**src/rtl/mips_pkg.sv**
```systemverilog
// Shared MIPS datapath definitions: next-PC select encodings and the default code-segment base.
package mips_pkg;

    typedef enum logic [1:0] {
        NPC_SEQ    = 2'd0,
        NPC_BRANCH = 2'd1,
        NPC_JUMP   = 2'd2,
        NPC_JR     = 2'd3
    } npc_op_e;

    localparam logic [31:0] DEFAULT_RESET_PC = 32'h0000_3000;

    // Branch offset is in words; sign-extend and scale to bytes.
    function automatic logic [31:0] branch_offset(input logic [15:0] imm);
        return {{14{imm[15]}}, imm, 2'b00};
    endfunction

endpackage

```
**src/rtl/npc_calc.sv**
```systemverilog
// Combinational next-PC mux and adder for the fetch stage.
module npc_calc
    import mips_pkg::*;
(
    input  logic [31:0] pc,
    input  logic [1:0]  npc_op,
    input  logic        branch_taken,
    input  logic [15:0] imm16,
    input  logic [25:0] instr_index,
    input  logic [31:0] jr_target,
    output logic [31:0] npc,
    output logic [31:0] pc_plus4
);

    assign pc_plus4 = pc + 32'd4;

    always_comb begin
        npc = pc_plus4;
        unique case (npc_op)
            NPC_SEQ:    npc = pc_plus4;
            NPC_BRANCH: npc = branch_taken ? (pc_plus4 + branch_offset(imm16)) : pc_plus4;
            NPC_JUMP:   npc = {pc_plus4[31:28], instr_index, 2'b00};
            NPC_JR:     npc = jr_target;
            default:    npc = pc_plus4;
        endcase
    end

endmodule

```
**src/rtl/pc_fetch_unit.sv**
```systemverilog
// PC register, fetch counter and optional address checker (enable with PC_ADDR_CHECK_EN).
module pc_fetch_unit
    import mips_pkg::*;
#(
    parameter logic [31:0] RESET_PC = DEFAULT_RESET_PC,
    parameter int unsigned ADR_BITS = 10
) (
    input  logic        clk,
    input  logic        reset,
    input  logic        stall,
    input  logic [1:0]  npc_op,
    input  logic        branch_taken,
    input  logic [15:0] imm16,
    input  logic [25:0] instr_index,
    input  logic [31:0] jr_target,
    output logic [31:0] pc,
    output logic [31:0] pc_plus4,
    output logic [31:0] fetch_count,
    output logic        halted,
    output logic [31:0] fault_addr
);

    logic [31:0] pc_q;
    logic [31:0] count_q;
    logic [31:0] npc;

    npc_calc u_npc_calc (
        .pc           (pc_q),
        .npc_op       (npc_op),
        .branch_taken (branch_taken),
        .imm16        (imm16),
        .instr_index  (instr_index),
        .jr_target    (jr_target),
        .npc          (npc),
        .pc_plus4     (pc_plus4)
    );

    assign pc          = pc_q;
    assign fetch_count = count_q;

`ifdef PC_ADDR_CHECK_EN

    typedef enum logic [0:0] {StRun, StHalt} state_e;

    // 33-bit bounds so a window ending at 2^32 does not wrap.
    localparam logic [32:0] WinLo = {1'b0, RESET_PC};
    localparam logic [32:0] WinHi = {1'b0, RESET_PC} + (33'd4 << ADR_BITS);

    state_e      state_q;
    logic        halted_q;
    logic [31:0] fault_q;
    logic        npc_ok;

    assign npc_ok = (npc[1:0] == 2'b00) && ({1'b0, npc} >= WinLo) && ({1'b0, npc} < WinHi);

    always_ff @(posedge clk) begin
        if (reset) begin
            state_q  <= StRun;
            pc_q     <= RESET_PC;
            count_q  <= 32'd0;
            halted_q <= 1'b0;
            fault_q  <= 32'd0;
        end else begin
            unique case (state_q)
                StRun: begin
                    if (!stall) begin
                        if (npc_ok) begin
                            pc_q    <= npc;
                            count_q <= count_q + 32'd1;
                        end else begin
                            state_q  <= StHalt;
                            halted_q <= 1'b1;
                            fault_q  <= npc;
                        end
                    end
                end
                StHalt: ;
                default: state_q <= StHalt;
            endcase
        end
    end

    assign halted     = halted_q;
    assign fault_addr = fault_q;

`else

    always_ff @(posedge clk) begin
        if (reset) begin
            pc_q    <= RESET_PC;
            count_q <= 32'd0;
        end else if (!stall) begin
            pc_q    <= npc;
            count_q <= count_q + 32'd1;
        end
    end

    assign halted     = 1'b0;
    assign fault_addr = 32'd0;

`endif

endmodule

```
**config.mk**
```make
export PLATFORM = sky130hd
export DESIGN_NAME = pc_fetch_unit
export DESIGN_NICKNAME = d
export VERILOG_FILES = /design/src/rtl/mips_pkg.sv /design/src/rtl/npc_calc.sv /design/src/rtl/pc_fetch_unit.sv
export SDC_FILE = /design/constraint.sdc
export NUM_CORES = 1
export LEC_CHECK = 0
export ABC_AREA = 1
export BUFFER_PORTS_ARGS = -buffer_cell sky130_fd_sc_hd__buf_2
export CORE_MARGIN = 2
export CORE_UTILIZATION = 30
export DETAILED_ROUTE_END_ITERATION = 8
export GPL_TIMING_DRIVEN = 0
export SLEW_MARGIN = 20
export SYNTH_ARGS = -nofsm -noshare
export SYNTH_HDL_FRONTEND = slang
export SYNTH_SLANG_ARGS = --single-unit
```
**constraint.sdc**
```tcl
create_clock -name clk -period 3.2 [get_ports clk]
set_input_delay 0.16 -clock clk [delete_from_list [all_inputs] [get_ports clk]]
set_output_delay 0.16 -clock clk [all_outputs]
set_load 0.1 [all_outputs]
```
==> flow_summary.json <==
{
  "path_class": "reg -> reg",
  "grt-ovfl-total": 0,
  "vias": 8406,
  "rows": 55,
  "h-tree-depth": 3,
  "min_path_type": "in -> reg",
  "layout.nets": 1548,
  "rsz0062_at_grt": "true",
  "grt_pass1_wl_mm": 40.61,
  "fin_crit_sh": 0.9907,
  "grt_max_degree": 20,
  "status": "completed",
  "post-route-drc-count": 0,
  "routabilityCongestion": 0.9102,
  "first_iter_violations": 602,
  "yosys_warnings": 0,
  "hold_path_startpoint": "jr_target[1]",
  "layout-drive-gt1-share": 0.3419,
  "wire_per_inst_um": 15.99,
  "worst_slew_pin_slew_ps": 881.2,
  "grt_pass1_vias": 7462,
  "die_area_um2": 24200,
  "start_kind": "flip-flop",
  "final_cell_area_um2": 9980,
  "wirelength_mm": 27.55,
  "setup_viol": 0,
  "seqPwrFrac": 0.239,
  "finalPower_uw": 3757,
  "die_w_um": 155.6,
  "clk_latency_ps": 320,
  "p_int_uw": 1976,
  "synth_edf_count": 0,
  "ios": 209,
  "port_buffers": 172,
  "cts-hold-fix-buffers": 0,
  "slew_violations": 0,
  "critPathMostFrequentCell": "nor2_4",
  "synth.distinct_cells": 51,
  "track_usage": 0.2145,
  "synth_ff_type": "dfxtp_1",
  "min_period_ps": 3170,
  "grt_util_met1": 0.2931,
  "placed_area_um2": 8489,
  "arrival_ps": 3390,
  "power_switching_uw": 1781,
  "num-fill-cells": 2442,
  "final_hold_viol_count": 0,
  "use_met2": 0.3428,
  "syn_to_final_growth_pct": 44.83,
  "synthCells": 1173,
  "worstPathCellList": "clkinvlp_4 -> nor2_4 -> nand2_2 -> nor2_4 -> inv_2 -> nor2_4 -> xor2_2 -> clkinvlp_4 -> ha_4 -> nand2_4 -> nor2_4 -> nand3_1 -> nand3b_1 -> nand2_2 -> nand3_1 -> nand3_1 -> nand2_1 -> nand4_1 -> nand2_1 -> inv_1",
  "clkSinkCount": 64,
  "hpwl_mm": 21.88,
  "clkTransAtPathRegs_ps": 60,
  "viasPerCell": 4.879,
  "peakVddDrop_uv": 268.8,
  "p_sw_frac": 0.4741,
  "antenna_left": 0,
  "startpoint": "pc[2]$_SDFFE_PP0N_",
  "crit_slowest_cell": "dfxtp_4",
  "drv_cap": 0,
  "cts_tree": "yes",
  "cp_max_fo": 5,
  "p_comb_frac": 0.504,
  "postSynth.asyncResetShare": 0,
  "seq_area_frac_synth": 0.1859,
  "avgSynthCellArea_um2": 5.874,
  "clockPowerShare": 0.258,
  "busiest_layer": "met2",
  "core_um2": 22570,
  "die_h_um": 155.6,
  "cp.required_ps": 3420,
  "initial_core_util": 0.3053,
  "p_per_area_nw_per_um2": 376.5,
  "clock.fmax_ghz": 0.3154,
  "cts_buffer_depth": 2,
  "fin_skew_ps": 9.633,
  "synth_seq_cells": 64,
  "numCtsBuffers": 9,
  "slew_headroom": 0.4104,
  "dr.pass1.iters": 5,
  "end_kind": "flip-flop",
  "crit-reg2reg-launch": "pc[2]$_SDFFE_PP0N_",
  "root_buffer": "clkbuf_16",
  "antenna_found_initial": 2,
  "met3_usage": 0.03750,
  "syn-cell-area_um2": 6890,
  "max_stage_delay_ps": 400,
  "p_leak_uw": 0.005023
}
-- routing by layer --
layer / vias to the layer above / share of wire
li1: 4216 / -
met1: 3791 / 0.44
met2: 355 / 0.45
met3: 44 / 0.079
met4: 0 / 0.028
met5: - / 0
-- critical path: cells and delay by family, from the launching register on --
family	cells	cell delay, ps
buffers and inverters	4	460
XOR/XNOR	1	210
AND/OR/NAND/NOR	14	1630
flip-flops	1	400
adder cells (fa/ha/maj)	1	350
-- power groups by stage --
stage               Clock [uW]  Combinational [uW]  Sequential (uW)
global route              1020                2010              903
finish                     968                1890              897
detailed placement           0                1630              908
floorplan                    0                1050             1130
global placement             0                1620              907
CTS                        989                1670              891
-- what timing repair did --
item,4_1_cts,5_1_grt
setup endpoints to repair,16,20
buffers inserted,8,35
pin swaps,10,80
resized for setup,33,170
-- cells by family (layout without fill, tap and decap cells) --
kind of cell	Yosys count	in the layout	share of synthesized area
other	1	35	0.0005442
AO/OA/AOI/OAI	182	182	0.1580
AND/OR/NAND/NOR	597	597	0.3804
XOR/XNOR	36	36	0.04685
buffers and inverters	256	487	0.1600
adder cells (fa/ha/maj)	37	37	0.06828
flip-flops	64	64	0.1859
-- cells in the mapped netlist (2+ instances only) --
library cell,n,area share
nor3b_1,2,0.0022
xnor2_1,13,0.017
nand2_2,3,0.0027
o211ai_1,6,0.0065
inv_2,6,0.0033
nor2_8,2,0.0058
or2_2,5,0.0045
nand2_1,322,0.18
nor2_4,4,0.0065
a21o_1,5,0.0054
nor2_2,4,0.0036
nor2_1,117,0.064
and2_1,3,0.0027
o21bai_1,4,0.0044
inv_1,185,0.10
dfxtp_1,64,0.19
a221oi_1,3,0.0038
o21a_1,6,0.0065
xor2_1,22,0.028
ha_1,36,0.065
nand3_1,81,0.059
a31oi_1,10,0.0091
a21oi_1,71,0.052
buf_4,35,0.038
a211oi_1,3,0.0033
nand3b_1,2,0.0022
nor3_1,12,0.0087
a22o_1,21,0.027
o21ai_1,10,0.0073
nand3_4,3,0.0076
nand4_1,31,0.028
clkbuf_1,25,0.014
o21ai_0,39,0.028
-- registers in the layout (all words and copies together) (netlist names) --
| register | flops |
|---|---|
| pc | 32 |
| fetch_count | 32 |
-- path summary, 6_finish.rpt --
check | end | slack (ps) | cells after the start
worst max register to register | pc[29]$_SDFFE_PP0N_ | 30 | 20
worst min register to register | fetch_count[31]$_SDFFE_PP0N_ | 460 | 1
worst max-delay path | pc[29]$_SDFFE_PP0N_ | 30 | 20
worst min-delay path | pc[1]$_SDFFE_PP0P_ | 100 | 3
-- cell usage in the layout, fill, tap and decap left out, types with 28 or more instances in the layout --
cell	n
inv_1	173
clkbuf_1	28
nand4_1	31
a21oi_1	58
buf_2	173
nand2_1	266
conb_1	33
nor2_1	84
nand3_1	62
nand2_2	41
o21ai_0	31
buf_4	75
dfxtp_1	47
-- per-stage QoR --
stage,utilization,worst slack [ps],instances,hold WS (ps),TNS [ps]
final,0.4421,29.64,1723,103.3,0
after global routing,0.4421,-135.2,1723,101.3,-1731
after CTS,0.3985,2.458,1686,90.16,0
after detailed placement,0.3761,-287.1,1662,436.6,-1910
after global placement,0.3761,-254.5,1662,432.2,-1556
after floorplan,-,-779.7,1205,323.8,-15120
-- area by class of cell --
class | instances | area (um^2) | share of cell area
multi-input combinational | 885 | 5685 | 0.5697
sequential | 64 | 1323 | 0.1325
timing repair buffer | 215 | 1195 | 0.1197
inverter | 193 | 745.7 | 0.07472
buffer | 63 | 376.6 | 0.03774
tap | 285 | 356.6 | 0.03573
clock buffer | 13 | 250.2 | 0.02508
clock inverter | 3 | 42.54 | 0.004263
antenna | 2 | 5.005 | 0.0005015
Note: power is estimated with default switching activity, not from simulation.
